===== config.mk =====
export PLATFORM = sky130hd
export DESIGN_NAME = bus6502_master
export DESIGN_NICKNAME = d
export VERILOG_FILES = /design/src/rtl/bus6502_pkg.sv /design/src/rtl/bus6502_phase_timer.sv /design/src/rtl/bus6502_master.sv
export SDC_FILE = /design/constraint.sdc
export NUM_CORES = 1
export LEC_CHECK = 0
export BUFFER_PORTS_ARGS = -buffer_cell sky130_fd_sc_hd__buf_2
export CELL_PAD_IN_SITES_DETAIL_PLACEMENT = 2
export CELL_PAD_IN_SITES_GLOBAL_PLACEMENT = 2
export CORE_MARGIN = 1
export CORE_UTILIZATION = 30
export DETAILED_ROUTE_END_ITERATION = 6
export PLACE_DENSITY_LB_ADDON = 0.1
export REMOVE_ABC_BUFFERS = 1
export SYNTH_ARGS = -nofsm -noshare
export SYNTH_HDL_FRONTEND = slang
export SYNTH_SLANG_ARGS = --single-unit

===== constraint.sdc =====
create_clock -name eclk -period 2.9 [get_ports eclk]
set_clock_uncertainty 0.15 [all_clocks]
set_input_delay 0.145 -clock eclk [delete_from_list [all_inputs] [get_ports eclk]]
set_output_delay 0.145 -clock eclk [all_outputs]
set_load 0.01 [all_outputs]

===== src/rtl/bus6502_pkg.sv =====
// Shared types and constants for the 6502 test-system bus master.
package bus6502_pkg;

  localparam int unsigned CNT_W = 8;

  localparam logic [15:0] PERIPH_LO   = 16'hD010;
  localparam logic [15:0] PERIPH_HI   = 16'hD0FF;
  localparam logic [15:0] REG_KBDCR   = 16'hD011;
  localparam logic [15:0] REG_DSP     = 16'hD012;
  localparam logic [15:0] REG_KBD_ALT = 16'hD0F2;

  typedef enum logic [1:0] {
    ST_IDLE,
    ST_SETUP,
    ST_HIGH,
    ST_HOLD
  } state_e;

  function automatic logic in_periph(input logic [15:0] addr);
    return (addr >= PERIPH_LO) && (addr <= PERIPH_HI);
  endfunction

endpackage


===== src/rtl/bus6502_phase_timer.sv =====
// Loadable down-counter; terminal count flags the last cycle of a bus phase.
module bus6502_phase_timer
  import bus6502_pkg::*;
(
  input  logic             eclk,
  input  logic             ereset,
  input  logic             load_i,
  input  logic [CNT_W-1:0] load_val_i,
  output logic             tc_c_o
);

  logic [CNT_W-1:0] cnt_q;

  always_ff @(posedge eclk or posedge ereset) begin
    if (ereset) begin
      cnt_q <= '0;
    end else if (load_i) begin
      cnt_q <= load_val_i;
    end else if (cnt_q != '0) begin
      cnt_q <= cnt_q - CNT_W'(1);
    end
  end

  assign tc_c_o = (cnt_q == '0);

endmodule


===== src/rtl/bus6502_master.sv =====
// phi2-timed bus initiator for the 6502 test-system RAM/peripheral responder.
// Optional write readback verification: define BUS6502_MASTER_VERIFY_EN.
module bus6502_master
  import bus6502_pkg::*;
#(
  parameter int unsigned PHASE_LEN = 4,
  parameter int unsigned SETUP_LEN = 1
) (
  input  logic        eclk,
  input  logic        ereset,
  input  logic        cmd_valid,
  output logic        cmd_ready,
  input  logic        cmd_write,
  input  logic [15:0] cmd_addr,
  input  logic [7:0]  cmd_data,
  output logic        rsp_valid,
  output logic [7:0]  rsp_data,
  output logic        clk,
  output logic [15:0] a,
  output logic [7:0]  dout,
  input  logic [7:0]  din,
  output logic        rw,
  output logic        verify_err,
  output logic [15:0] err_addr
);

  localparam logic [CNT_W-1:0] SETUP_LOAD = CNT_W'(SETUP_LEN - 1);
  localparam logic [CNT_W-1:0] PHASE_LOAD = CNT_W'(PHASE_LEN - 1);

  state_e      state_q;
  logic        clk_q;
  logic        rw_q;
  logic [15:0] a_q;
  logic [7:0]  dout_q;
  logic        cmd_ready_q;
  logic        rsp_valid_q;
  logic [7:0]  rsp_data_q;

  logic             tc_c;
  logic             load_c;
  logic [CNT_W-1:0] load_val_c;
  logic             readback_next_c;

`ifdef BUS6502_MASTER_VERIFY_EN
  logic        readback_q;
  logic        verify_err_q;
  logic [15:0] err_addr_q;
`endif

  bus6502_phase_timer u_timer (
    .eclk       (eclk),
    .ereset     (ereset),
    .load_i     (load_c),
    .load_val_i (load_val_c),
    .tc_c_o     (tc_c)
  );

  // A completed non-peripheral write chains straight into a readback.
  always_comb begin
    readback_next_c = 1'b0;
`ifdef BUS6502_MASTER_VERIFY_EN
    readback_next_c = !rw_q && !in_periph(a_q);
`endif
  end

  // Timer is reloaded on entry to every timed state.
  always_comb begin
    load_c     = 1'b0;
    load_val_c = SETUP_LOAD;
    unique case (state_q)
      ST_IDLE:  load_c = cmd_valid;
      ST_SETUP: begin
        load_c     = tc_c;
        load_val_c = PHASE_LOAD;
      end
      ST_HIGH: begin
        load_c     = tc_c;
        load_val_c = PHASE_LOAD;
      end
      ST_HOLD:  load_c = tc_c && readback_next_c;
      default:  load_c = 1'b0;
    endcase
  end

  always_ff @(posedge eclk or posedge ereset) begin
    if (ereset) begin
      state_q     <= ST_IDLE;
      clk_q       <= 1'b0;
      rw_q        <= 1'b1;
      a_q         <= '0;
      dout_q      <= '0;
      cmd_ready_q <= 1'b1;
      rsp_valid_q <= 1'b0;
      rsp_data_q  <= '0;
`ifdef BUS6502_MASTER_VERIFY_EN
      readback_q   <= 1'b0;
      verify_err_q <= 1'b0;
      err_addr_q   <= '0;
`endif
    end else begin
      rsp_valid_q <= 1'b0;
      unique case (state_q)
        ST_IDLE: begin
          if (cmd_valid) begin
            a_q         <= cmd_addr;
            dout_q      <= cmd_data;
            rw_q        <= !cmd_write;
            cmd_ready_q <= 1'b0;
            state_q     <= ST_SETUP;
`ifdef BUS6502_MASTER_VERIFY_EN
            readback_q  <= 1'b0;
`endif
          end
        end
        ST_SETUP: begin
          if (tc_c) begin
            clk_q   <= 1'b1;
            state_q <= ST_HIGH;
          end
        end
        ST_HIGH: begin
          if (tc_c) begin
            clk_q   <= 1'b0;
            state_q <= ST_HOLD;
            if (rw_q) begin
`ifdef BUS6502_MASTER_VERIFY_EN
              if (readback_q) begin
                if (din != dout_q) begin
                  verify_err_q <= 1'b1;
                  if (!verify_err_q) err_addr_q <= a_q;
                end
              end else begin
                rsp_data_q  <= din;
                rsp_valid_q <= 1'b1;
              end
`else
              rsp_data_q  <= din;
              rsp_valid_q <= 1'b1;
`endif
            end
          end
        end
        ST_HOLD: begin
          if (tc_c) begin
            rw_q <= 1'b1;
            if (readback_next_c) begin
              state_q <= ST_SETUP;
`ifdef BUS6502_MASTER_VERIFY_EN
              readback_q <= 1'b1;
`endif
            end else begin
              state_q     <= ST_IDLE;
              cmd_ready_q <= 1'b1;
            end
          end
        end
        default: state_q <= ST_IDLE;
      endcase
    end
  end

  assign clk       = clk_q;
  assign rw        = rw_q;
  assign a         = a_q;
  assign dout      = dout_q;
  assign cmd_ready = cmd_ready_q;
  assign rsp_valid = rsp_valid_q;
  assign rsp_data  = rsp_data_q;

`ifdef BUS6502_MASTER_VERIFY_EN
  assign verify_err = verify_err_q;
  assign err_addr   = err_addr_q;
`else
  assign verify_err = 1'b0;
  assign err_addr   = '0;
`endif

endmodule


==> impl_metrics.toml <==
[status]
run_status = "finished, final reports clean"

[placement]
portBuffers = 71
place_ws_ns = 0.538
dpl.cell_count = 344
gp_routability_congestion = 0.682
dpl.hpwl_mm = 4.04

[timing]
period_share = 0.814
rsz0062_at_grt = "no"
finalMaxSlewViolations = 0
slew_headroom = 0.336
achievable-frequency_mhz = 423
tightest_slew_ns = 0.994
final-setup-viol-count = 0
final_hold_viol_count = 0
setup_ws_ns = 0.538
timing.setup.tns_ns = 0
min_period_ns = 2.36

[power_and_ir_drop]
ir_worst_vdd_mv = 0.328
share_clk_of_total_power = 0.152
total_leakage_power_nw = 1.49
seq_power_share = 0.381
total_switching_power_mw = 1.17
p_sw_frac = 0.393
comb_power_share = 0.467
internal-power_mw = 1.81
power-per-cell-area_nw_per_um2 = 973

[yosys]
async_reset_ff_frac = 1.00
ys_seq_elements = 46
synth_flop_cell = "sky130_fd_sc_hd__dfrtp_1"
synthesized_instance_count = 180
post_synth_num_cell_types = 40
synth_sequential_area_ratio = 0.521
average_cell_area_after_synthesis_um2 = 12.3
yosys_synthesis_warning_count = 0
mappedNetlistArea_um2 = 2210
synth-edff-count = 0

[setup_path]
setup.worst_path.end_class = "flip-flop"
worst-setup-path-type = "flip-flop to flip-flop"
timing.critical_path.slowest_stage_cell = "sky130_fd_sc_hd__or3b_2"
critical_path_source_type = "flip-flop"
worst_ep_required_time_ns = 2.94
worst_ep_arrival_time_ns = 2.40
critPathBufInv = 1
cp_slowest_stage_delay_ns = 0.56
crit_family = "simple AND/OR/NAND/NOR gates"
path_cells = "inv_1 -> ha_1 -> or3b_2 -> nor3_4 -> mux2_2"
crit_path_max_fanout = 9

[cts]
cts_repair_resize_count = 0
cts_root_buf = "sky130_fd_sc_hd__clkbuf_8"
clkLatencyLatePin_ns = 0.30
cts_htree_levels = 2
clkTransAtPathRegs_ns = 0.09
numClockSinks = 46
tritoncts = "built"
clock_path_buffers = 2
cts-buffers-inserted = 5

[floorplan]
core.rowCount = 30
chipHeight_um = 87.9
core_area_um2 = 6940
starting_density = 0.319
fp.dieW_um = 87.9
dieArea_um2 = 7730
design.portCount = 89

[final_layout]
instances_no_fill = 386
flow.area_growth_from_synthesis_pct = 38.6
layout_commonest_cell = "sky130_fd_sc_hd__buf_2"
n_antenna_cell = 0
drive_gt1_frac = 0.428
postLayoutCoreUtil = 0.442
final_nets = 332
layout_common_cells = "sky130_fd_sc_hd__buf_2, sky130_fd_sc_hd__dfrtp_1, sky130_fd_sc_hd__dlygate4sd3_1, sky130_fd_sc_hd__mux2_2, sky130_fd_sc_hd__conb_1"

[grt]
maximum_number_of_pins_on_one_net_before_global_route_repair = 47
grt_pass1_vias = 1932
global_route.overflow_total = 0
grtUsageTotal = 0.183
antenna_violations_before_repair = 0
grt_first_pass_wirelength_mm = 10.6

[min_path]
timing.hold.worst.class = "primary input to flip-flop"

[detailed_routing]
route.detailed.drc = 0
via_count = 1770
drt-initial-drc-count = 51
antenna_violation_net_count_after_detailed_routing = 0
avgRoutedWirePerCell_um = 16.8
post_drt_via_cell_ratio = 4.59
dr.pass1.iters = 4
wl_mm = 6.48

[run]
timing.max_cap.violations = 0
[state kept, by name (all words and copies together), names as in the netlist]
signal / flops
state_q: 2
a: 16
rsp_data: 8
clk: 1
u_timer.cnt_q: 8
dout: 8
cmd_ready: 1
rw: 1
rsp_valid: 1
[stage by stage]
stage	total power [mW]	hold WS, ns	cell area [µm²]
finish	2.99	0.0816	3070
global route	3.21	0.0797	3070
CTS	2.99	0.0801	3070
detailed placement	2.49	0.232	2630
global placement	2.46	0.227	2630
floorplan	1.95	0.146	2110
[kinds of logic (layout without fill, tap and decap cells)]
| group | count (synthesis) | count (layout) | share of synthesized area |
|---|---|---|---|
| compound gates | 30 | 30 | 0.0910 |
| fa+ha+maj | 7 | 7 | 0.0395 |
| buf+inv | 31 | 125 | 0.0853 |
| flops | 46 | 46 | 0.521 |
| mux | 33 | 33 | 0.167 |
| other cells | 1 | 17 | 0.00169 |
| simple gates | 32 | 32 | 0.0944 |
[power by group through the flow]
| stage | clock [mW] | sequential, mW | combinational [mW] |
|---|---|---|---|
| 4_1_cts | 0.471 | 1.12 | 1.40 |
| 2_1_floorplan | 0 | 1.22 | 0.736 |
| 3_5_place_dp | 0 | 1.13 | 1.36 |
| 5_1_grt | 0.489 | 1.18 | 1.54 |
| 6_report | 0.453 | 1.14 | 1.40 |
| 3_3_place_gp | 0 | 1.12 | 1.34 |
[worst paths after layout]
path | from | cells past startpoint | to | slack [ns]
worst min-delay path | cmd_valid | 3 | cmd_ready$_DFFE_PP1P_ | 0.08
max in group asynchronous | ereset | 3 | a[2]$_DFFE_PP0P_ | 1.50
min in group asynchronous | ereset | 3 | rsp_data[5]$_DFFE_PP0P_ | 0.48
worst max register to register | u_timer.cnt_q[0]$_DFFE_PP0P_ | 5 | rsp_data[4]$_DFFE_PP0P_ | 0.54
worst max-delay path | u_timer.cnt_q[0]$_DFFE_PP0P_ | 5 | rsp_data[4]$_DFFE_PP0P_ | 0.54
worst min register to register | a[15]$_DFFE_PP0P_ | 1 | a[15]$_DFFE_PP0P_ | 0.36
[tightest hold or removal path, delay by kind of cell]
kind | cells | cell delay [ns]
multiplexers | 1 | 0.15
buffers and inverters | 1 | 0.15
AO/OA/AOI/OAI | 1 | 0.08
[synthesized netlist by cell type (4+ instances only)]
master,count,area (µm²)
sky130_fd_sc_hd__dfrtp_1,44,1100
sky130_fd_sc_hd__mux2_2,32,360
sky130_fd_sc_hd__buf_4,17,128
sky130_fd_sc_hd__a21oi_1,8,40.0
sky130_fd_sc_hd__ha_1,7,87.6
sky130_fd_sc_hd__inv_1,7,26.3
sky130_fd_sc_hd__a31oi_1,5,31.3
sky130_fd_sc_hd__nand2_1,5,18.8
sky130_fd_sc_hd__o21ai_0,5,25.0
sky130_fd_sc_hd__or4_1,5,37.5
sky130_fd_sc_hd__clkbuf_1,4,15.0
[layer usage]
layer  part of all wire  up-vias  track usage
li1                   -      833            -
met1               0.41      882        0.226
met2               0.53       50        0.316
met3              0.053        5       0.0490
met4              0.011        0       0.0492
met5                  0        -            0
[area by class of cell]
cell class | instances | area, µm²
flip-flops and latches | 46 | 1150
fillers | 727 | 3870
inverters | 7 | 26.3
multi-input cells | 119 | 932
clock inverters | 1 | 8.76
repair buffers | 110 | 733
well taps | 96 | 120
clock buffers | 7 | 96.3
[timing repair]
action                                 in CTS  in global routing
hold buffers                               34                  0
setup buffers                               0                  0
endpoints found under the hold margin      77                  0
(Power assumes the default switching activity.)
